**config.mk**
```make
export PLATFORM = sky130hd
export DESIGN_NAME = alu_flat
export DESIGN_NICKNAME = d
export VERILOG_FILES = /design/src/rtl/alu_if.sv /design/src/rtl/alu.sv /design/src/flat_wrapper.sv
export SDC_FILE = /design/constraint.sdc
export NUM_CORES = 1
export LEC_CHECK = 0
export CORE_MARGIN = 3
export CORE_UTILIZATION = 53
export DETAILED_ROUTE_END_ITERATION = 10
export PLACE_DENSITY_LB_ADDON = 0.1
export SLEW_MARGIN = 30
export SYNTH_ARGS = -nofsm -noshare
export SYNTH_HDL_FRONTEND = slang
export SYNTH_SLANG_ARGS = --single-unit
```
**constraint.sdc**
```tcl
create_clock -name clk -period 0.8 [get_ports clk]
set_clock_uncertainty 0.1 [all_clocks]
set_input_delay 0.16 -clock clk [delete_from_list [all_inputs] [get_ports clk]]
set_output_delay 0.16 -clock clk [all_outputs]
set_load 0.02 [all_outputs]
```
**src/rtl/alu_if.sv**
```systemverilog
// Operand/opcode/result bundle between a datapath driver and the alu.
// Master drives the operation, slave returns the registered result and flag.
interface alu_if #(
    parameter int nIO = 8
);
    logic signed [nIO-1:0] A;
    logic signed [nIO-1:0] B;
    logic        [2:0]     OP;
    logic signed [nIO-1:0] Z;
    logic                  OV;

    modport master (output A, B, OP, input  Z, OV);
    modport slave  (input  A, B, OP, output Z, OV);
endinterface

```
**src/rtl/alu.sv**
```systemverilog
// Single-cycle signed ALU stage: combinational decode of A/B/OP captured into
// the Z/OV register each rising edge; results wrap, OV flags signed overflow.
module alu #(
    parameter int nIO = 8
) (
    input  logic  clk,
    input  logic  rst,
    alu_if.slave  io
);
    localparam int K = (nIO > 1) ? $clog2(nIO) : 1;
    localparam int MSB = nIO - 1;

    typedef enum logic [2:0] {
        OP_ADD = 3'b000,
        OP_SUB = 3'b001,
        OP_AND = 3'b010,
        OP_OR  = 3'b011,
        OP_XOR = 3'b100,
        OP_SLL = 3'b101,
        OP_SRA = 3'b110,
        OP_SLT = 3'b111
    } op_e;

    logic [K-1:0]          w_sh;
    logic signed [nIO-1:0] w_sum;
    logic signed [nIO-1:0] w_dif;
    logic signed [nIO-1:0] w_sll;
    logic signed [nIO-1:0] w_z;
    logic                  w_ov;
    logic signed [nIO-1:0] r_z;
    logic                  r_ov;

    assign w_sh  = io.B[K-1:0];
    assign w_sum = io.A + io.B;
    assign w_dif = io.A - io.B;
    assign w_sll = io.A << w_sh;

    always_comb begin
        w_z  = '0;
        w_ov = 1'b0;
        case (op_e'(io.OP))
            OP_ADD: begin
                w_z  = w_sum;
                w_ov = (io.A[MSB] == io.B[MSB]) && (w_sum[MSB] != io.A[MSB]);
            end
            OP_SUB: begin
                w_z  = w_dif;
                w_ov = (io.A[MSB] != io.B[MSB]) && (w_dif[MSB] != io.A[MSB]);
            end
            OP_AND: w_z = io.A & io.B;
            OP_OR:  w_z = io.A | io.B;
            OP_XOR: w_z = io.A ^ io.B;
            OP_SLL: begin
                w_z  = w_sll;
                // Shifting back arithmetically recovers A only if no dropped
                // bit or the new sign bit disagreed with A's sign.
                w_ov = ((w_sll >>> w_sh) != io.A);
            end
            OP_SRA: w_z = io.A >>> w_sh;
            OP_SLT: w_z = {{(nIO-1){1'b0}}, (io.A < io.B)};
            default: begin
                w_z  = '0;
                w_ov = 1'b0;
            end
        endcase
    end

    always_ff @(posedge clk or posedge rst) begin
        if (rst) begin
            r_z  <= '0;
            r_ov <= 1'b0;
        end else begin
            r_z  <= w_z;
            r_ov <= w_ov;
        end
    end

    assign io.Z  = r_z;
    assign io.OV = r_ov;
endmodule

```
**src/flat_wrapper.sv**
```systemverilog
// flat-port wrapper written by rule: the top's interface ports become plain ports
module alu_flat 
#(
    parameter int nIO = 8
)
  (clk, rst, io_A, io_B, io_OP, io_Z, io_OV);
  alu_if #(.nIO(nIO)) io_i ();
  input  logic clk;
  input  logic rst;
  input wire logic [$bits(io_i.A)-1:0] io_A;
  input wire logic [$bits(io_i.B)-1:0] io_B;
  input wire logic [$bits(io_i.OP)-1:0] io_OP;
  output wire logic [$bits(io_i.Z)-1:0] io_Z;
  output wire logic [$bits(io_i.OV)-1:0] io_OV;
  assign io_i.A = io_A;
  assign io_i.B = io_B;
  assign io_i.OP = io_OP;
  assign io_Z = io_i.Z;
  assign io_OV = io_i.OV;
  alu #(.nIO(nIO)) u_core (.clk(clk), .rst(rst), .io(io_i));
endmodule
```
==> results of run 1 <==
==> timing repair <==
action	in CTS
gates resized for setup	155
pin swaps	26
endpoints found under the setup margin	18
setup buffers	14
==> Yosys cell counts (3+ instances only) <==
cell type   n
inv_1      28
ha_1       26
a21oi_1    23
o21ai_0    21
nor2_1     20
clkbuf_1   18
nand2_1    14
mux2i_1    10
dfrtp_1     9
nor3_1      9
xnor2_1     7
nand3_1     6
mux4_1      5
nand2b_1    5
a22oi_1     4
nor2b_1     4
o21bai_1    4
a211oi_1    3
mux4_2      3
o211ai_1    3
o221ai_1    3
or2_2       3
xor2_1      3
==> kinds of logic after synthesis <==
group	Yosys count
simple gates	75
flops	9
mux	18
compound gates	91
buf+inv	53
fa+ha+maj	28
xor+xnor	10
==> per-stage QoR <==
stage                     util [%]  worst slack, ns  instance area [sq um]
after detailed placement     84.76           -1.715                   3243
after CTS                    93.56           -1.088                   3580
after global placement       84.76           -1.718                   3243
after floorplan                  -           -1.026                   2400
==> impl_metrics.tcl, run 1 <==
set metrics [dict create \
    postCtsHoldBufs 0 \
    endpoint_type "sequential cell input" \
    synth-compound-area-share_pct 28.51 \
    syn_area_sq_um 2198 \
    initial_core_util_pct 57.46 \
    fp.dieH_um 70.41 \
    cts-buffers-inserted 3 \
    synthAdderAreaFrac_pct 16.62 \
    clockBufferDepth 2 \
    status "did not finish" \
    synth-edff-count 0 \
    syn_area_per_cell_sq_um 7.741 \
    yosysTopAreaCellShare_pct 14.80 \
    ys_types 62 \
    synth.mux.area_fraction_pct 13.60 \
    synth_xor_area_share_pct 3.984 \
    synthSimpleGateAreaFrac_pct 17.36 \
    yosysWarnings 0 \
    synth_nets 333 \
    dp_cells 426 \
    synth_top_family_by_area "compound AO/OA/AOI/OAI gates" \
    seq_area_frac_synth_pct 10.24 \
    grt_worst_setup_endpoint "u_core.io.OV$_DFF_PP0_/D" \
    stop_stage "global routing (5_1_grt)" \
    synth_area_leaders "ha_1 15%, dfrtp_1 10%, mux4_1 6.0%" \
    syn_inst 284 \
    error "[ERROR DPL-0038] Utilization greater than 100%, impossible to legalize" \
    cts-root-buf "clkbuf_8" \
    dp_hpwl_um 6490 \
    cts_num_sinks 9 \
    yosysTopAreaCell "ha_1" \
    die_w_um 70.41 \
    cts_htree_levels 1 \
    rows 22 \
    top_level_ports 30 \
    dominantRegCellSynth "dfrtp_1" \
    synth-async-reset-ratio_pct 100.0 \
    ys_ff_latch 9 \
    port_buffers 29 \
    grt_max_degree 20 \
    place.gp.congestion 1.029 \
]
==> inputs of run 2 (changes only) <==
- CORE_UTILIZATION: 53 -> 38
- PLACE_DENSITY_LB_ADDON: 0.1 -> 0.15
==> run 2 against run 1 <==
The flow now finishes, with violations (setup timing). Synthesized cell count stayed put. Area after synthesis stayed put.
==> impl_metrics.tcl, run 2 <==
set metrics [dict create \
    grt_setup_unrepaired "yes" \
    drv_cap 0 \
    die_w_um 82.06 \
    combinationalPowerShare_pct 70.5 \
    post-route-drc-count 0 \
    seqPwrFrac_pct 15.3 \
    crit_arrival_ns 1.84 \
    final_common_cell "buf_4" \
    fin_crit_sh_pct 223.2 \
    layout-drive-gt1-share_pct 54.05 \
    p_int_mw 2.237 \
    whs_ns 0.1246 \
    top_level_ports 30 \
    wire_per_inst_um 16.92 \
    core-area_sq_um 5540 \
    crit_path_start_kind "primary input" \
    max_freq_mhz 560.0 \
    critPathRequiredTime_ns 0.85 \
    ant_nets 0 \
    first_global_vias 2491 \
    fp.dieArea_sq_um 6734 \
    cpPeakStageDelay_ns 0.54 \
    tightest_slew_ns 0.3896 \
    yosysMostFrequentCell "inv_1" \
    syn_inst 284 \
    power.total_mw 3.654 \
    final_cell_mix "93 x buf_4, 26 x buf_6, 18 x a21oi_1" \
    nets 457 \
    clockBufferDepth 2 \
    dp_hpwl_um 6039 \
    grt_pass1_wl_um 12320 \
    dr.pass1.iters 4 \
    cts-root-buf "clkbuf_8" \
    syn_area_sq_um 2198 \
    initial_core_util_pct 39.68 \
    synth_common_cells "28 x inv_1, 26 x ha_1, 23 x a21oi_1" \
    peakVddDrop_mv 0.8126 \
    place_area_sq_um 3313 \
    vias_per_cell 5.572 \
    synth_area_leaders "ha_1 15%, dfrtp_1 10%, mux4_1 6.0%" \
    pwr-share-clk_pct 14.3 \
    seq_area_frac_synth_pct 10.24 \
    yosysTopAreaCellShare_pct 14.80 \
    rows 27 \
    yosysTopAreaCell "ha_1" \
    synth_nets 333 \
    totalWireLength_um 8107 \
    hold_class "primary input to async pin" \
    syn_area_per_cell_sq_um 7.741 \
    globalRouteMet2Util_pct 40.63 \
    yosysWarnings 0 \
    fillers 453 \
    ys_types 62 \
    place.gp.congestion 0.9140 \
    worstSetupPathType "primary input to flop" \
    cts_htree_levels 1 \
    cts_tree "built" \
    status "complete, but fails checks" \
    path_clk_slew_ns 0.05 \
    crit_path_max_fanout 14 \
    met1_usage_pct 32.30 \
    gr-max-usage-layer "met2" \
    power_leakage_nw 1.729 \
    design_area_sq_um 3875 \
    cts-buffers-inserted 3 \
    hold_viol_final 0 \
    fp.dieH_um 82.06 \
    grtUsageTotal_pct 23.73 \
    vias 2669 \
    synth-edff-count 0 \
    dominantRegCellSynth "dfrtp_1" \
    grt_overflow_total 0 \
    p_sw_mw 1.417 \
    violations "setup timing" \
    final-setup-viol-count 18 \
    synth-async-reset-ratio_pct 100.0 \
    setup_ws_ns -0.9858 \
    drtIter0Drc 139 \
    switching_share_pct 38.78 \
    cp-end-kind "flop" \
    largest_reg_flops 8 \
    grt_max_degree 17 \
    syn_to_final_growth_pct 76.27 \
    ys_ff_latch 9 \
    critPathSlowestCell "or4b_4" \
    antenna_found_initial 0 \
    antenna_cells 0 \
    p_per_area_nw_per_um2 942.9 \
    fin_crit_ns 1.786 \
    relSlewSlack_pct 73.75 \
    grtUsageMet3_pct 1.754 \
    port_buffers 29 \
    cts_num_sinks 9 \
    slew_violations 0 \
    path_cells "buf_8 > buf_6 > buf_12 > or4b_4 > o221ai_4 > nor2_4 > xnor2_1 > o32a_1 > o211ai_2" \
]
run 2: cell counts after synthesis:
No cell type changed its count.
run 2: per-layer routing:
metal  up-vias  routed length [um]
met4         0                 163
li1       1280                   -
met3        14                 422
met5         -                   0
met2       103                3933
met1      1272                3587
run 2: timing repair:
action	in CTS	in global routing
buffers inserted	16	9
setup endpoints to repair	18	18
resized for setup	155	65
cloned	1	0
hold buffers	0	0
pin swaps	43	31
run 2: power by group through the flow:
stage	clock network [mW]	logic (mW)	registers [mW]
global route	0.545	2.75	0.562
global placement	0	2.08	0.548
detailed placement	0	2.10	0.550
CTS	0.524	2.40	0.558
floorplan	0	1.09	0.640
finish	0.521	2.57	0.557
run 2: area by class of cell:
type / instances / area [sq um] / area share, %
flip-flops and latches: 9 / 225.2 / 5.812
well taps: 72 / 90.09 / 2.325
repair buffers: 143 / 1271 / 32.81
clock buffers: 4 / 45.04 / 1.162
multi-input cells: 222 / 2103 / 54.28
inverters: 29 / 140.1 / 3.616
run 2: stage by stage:
stage,cells,setup WS [ns],setup TNS (ns),utilization [%]
after floorplan,284,-1.026,-7.687,-
after global routing,479,-1.038,-10.16,69.94
after CTS,472,-1.107,-10.20,67.30
after detailed placement,452,-1.769,-17.84,59.80
after global placement,452,-1.703,-17.55,59.80
final,479,-0.9858,-9.593,69.94
run 2: worst paths after layout:
kind	from	endpoint	slack [ns]	depth (start not counted)
setup / recovery	io_B[0]	u_core.io.OV	-0.99	9
hold / removal	rst	u_core.io.OV	0.12	3
max in group asynchronous	rst	u_core.io.Z[4]	0.37	3
min in group clk	io_OP[1]	u_core.io.Z[6]	0.34	3
run 2: logic make-up (layout without fill, tap and decap cells):
family / Yosys count / after routing / share of synthesized area (%)
AOI/OAI and AO/OA: 91 / 91 / 28.52
and+or+nand+nor: 75 / 75 / 17.36
buffers and inverters: 53 / 176 / 9.675
adders and majority gates: 28 / 28 / 16.62
muxes: 18 / 18 / 13.60
xor gates and xnor gates: 10 / 10 / 3.984
DFF: 9 / 9 / 10.24
run 2: worst max-delay path: cells and delay by family:
family | cells | cell delay, ns
AND/OR/NAND/NOR | 2 | 0.60
AO/OA/AOI/OAI | 3 | 0.57
buffers and inverters | 3 | 0.37
XOR/XNOR | 1 | 0.12
Power figures use the tool's default switching activity.
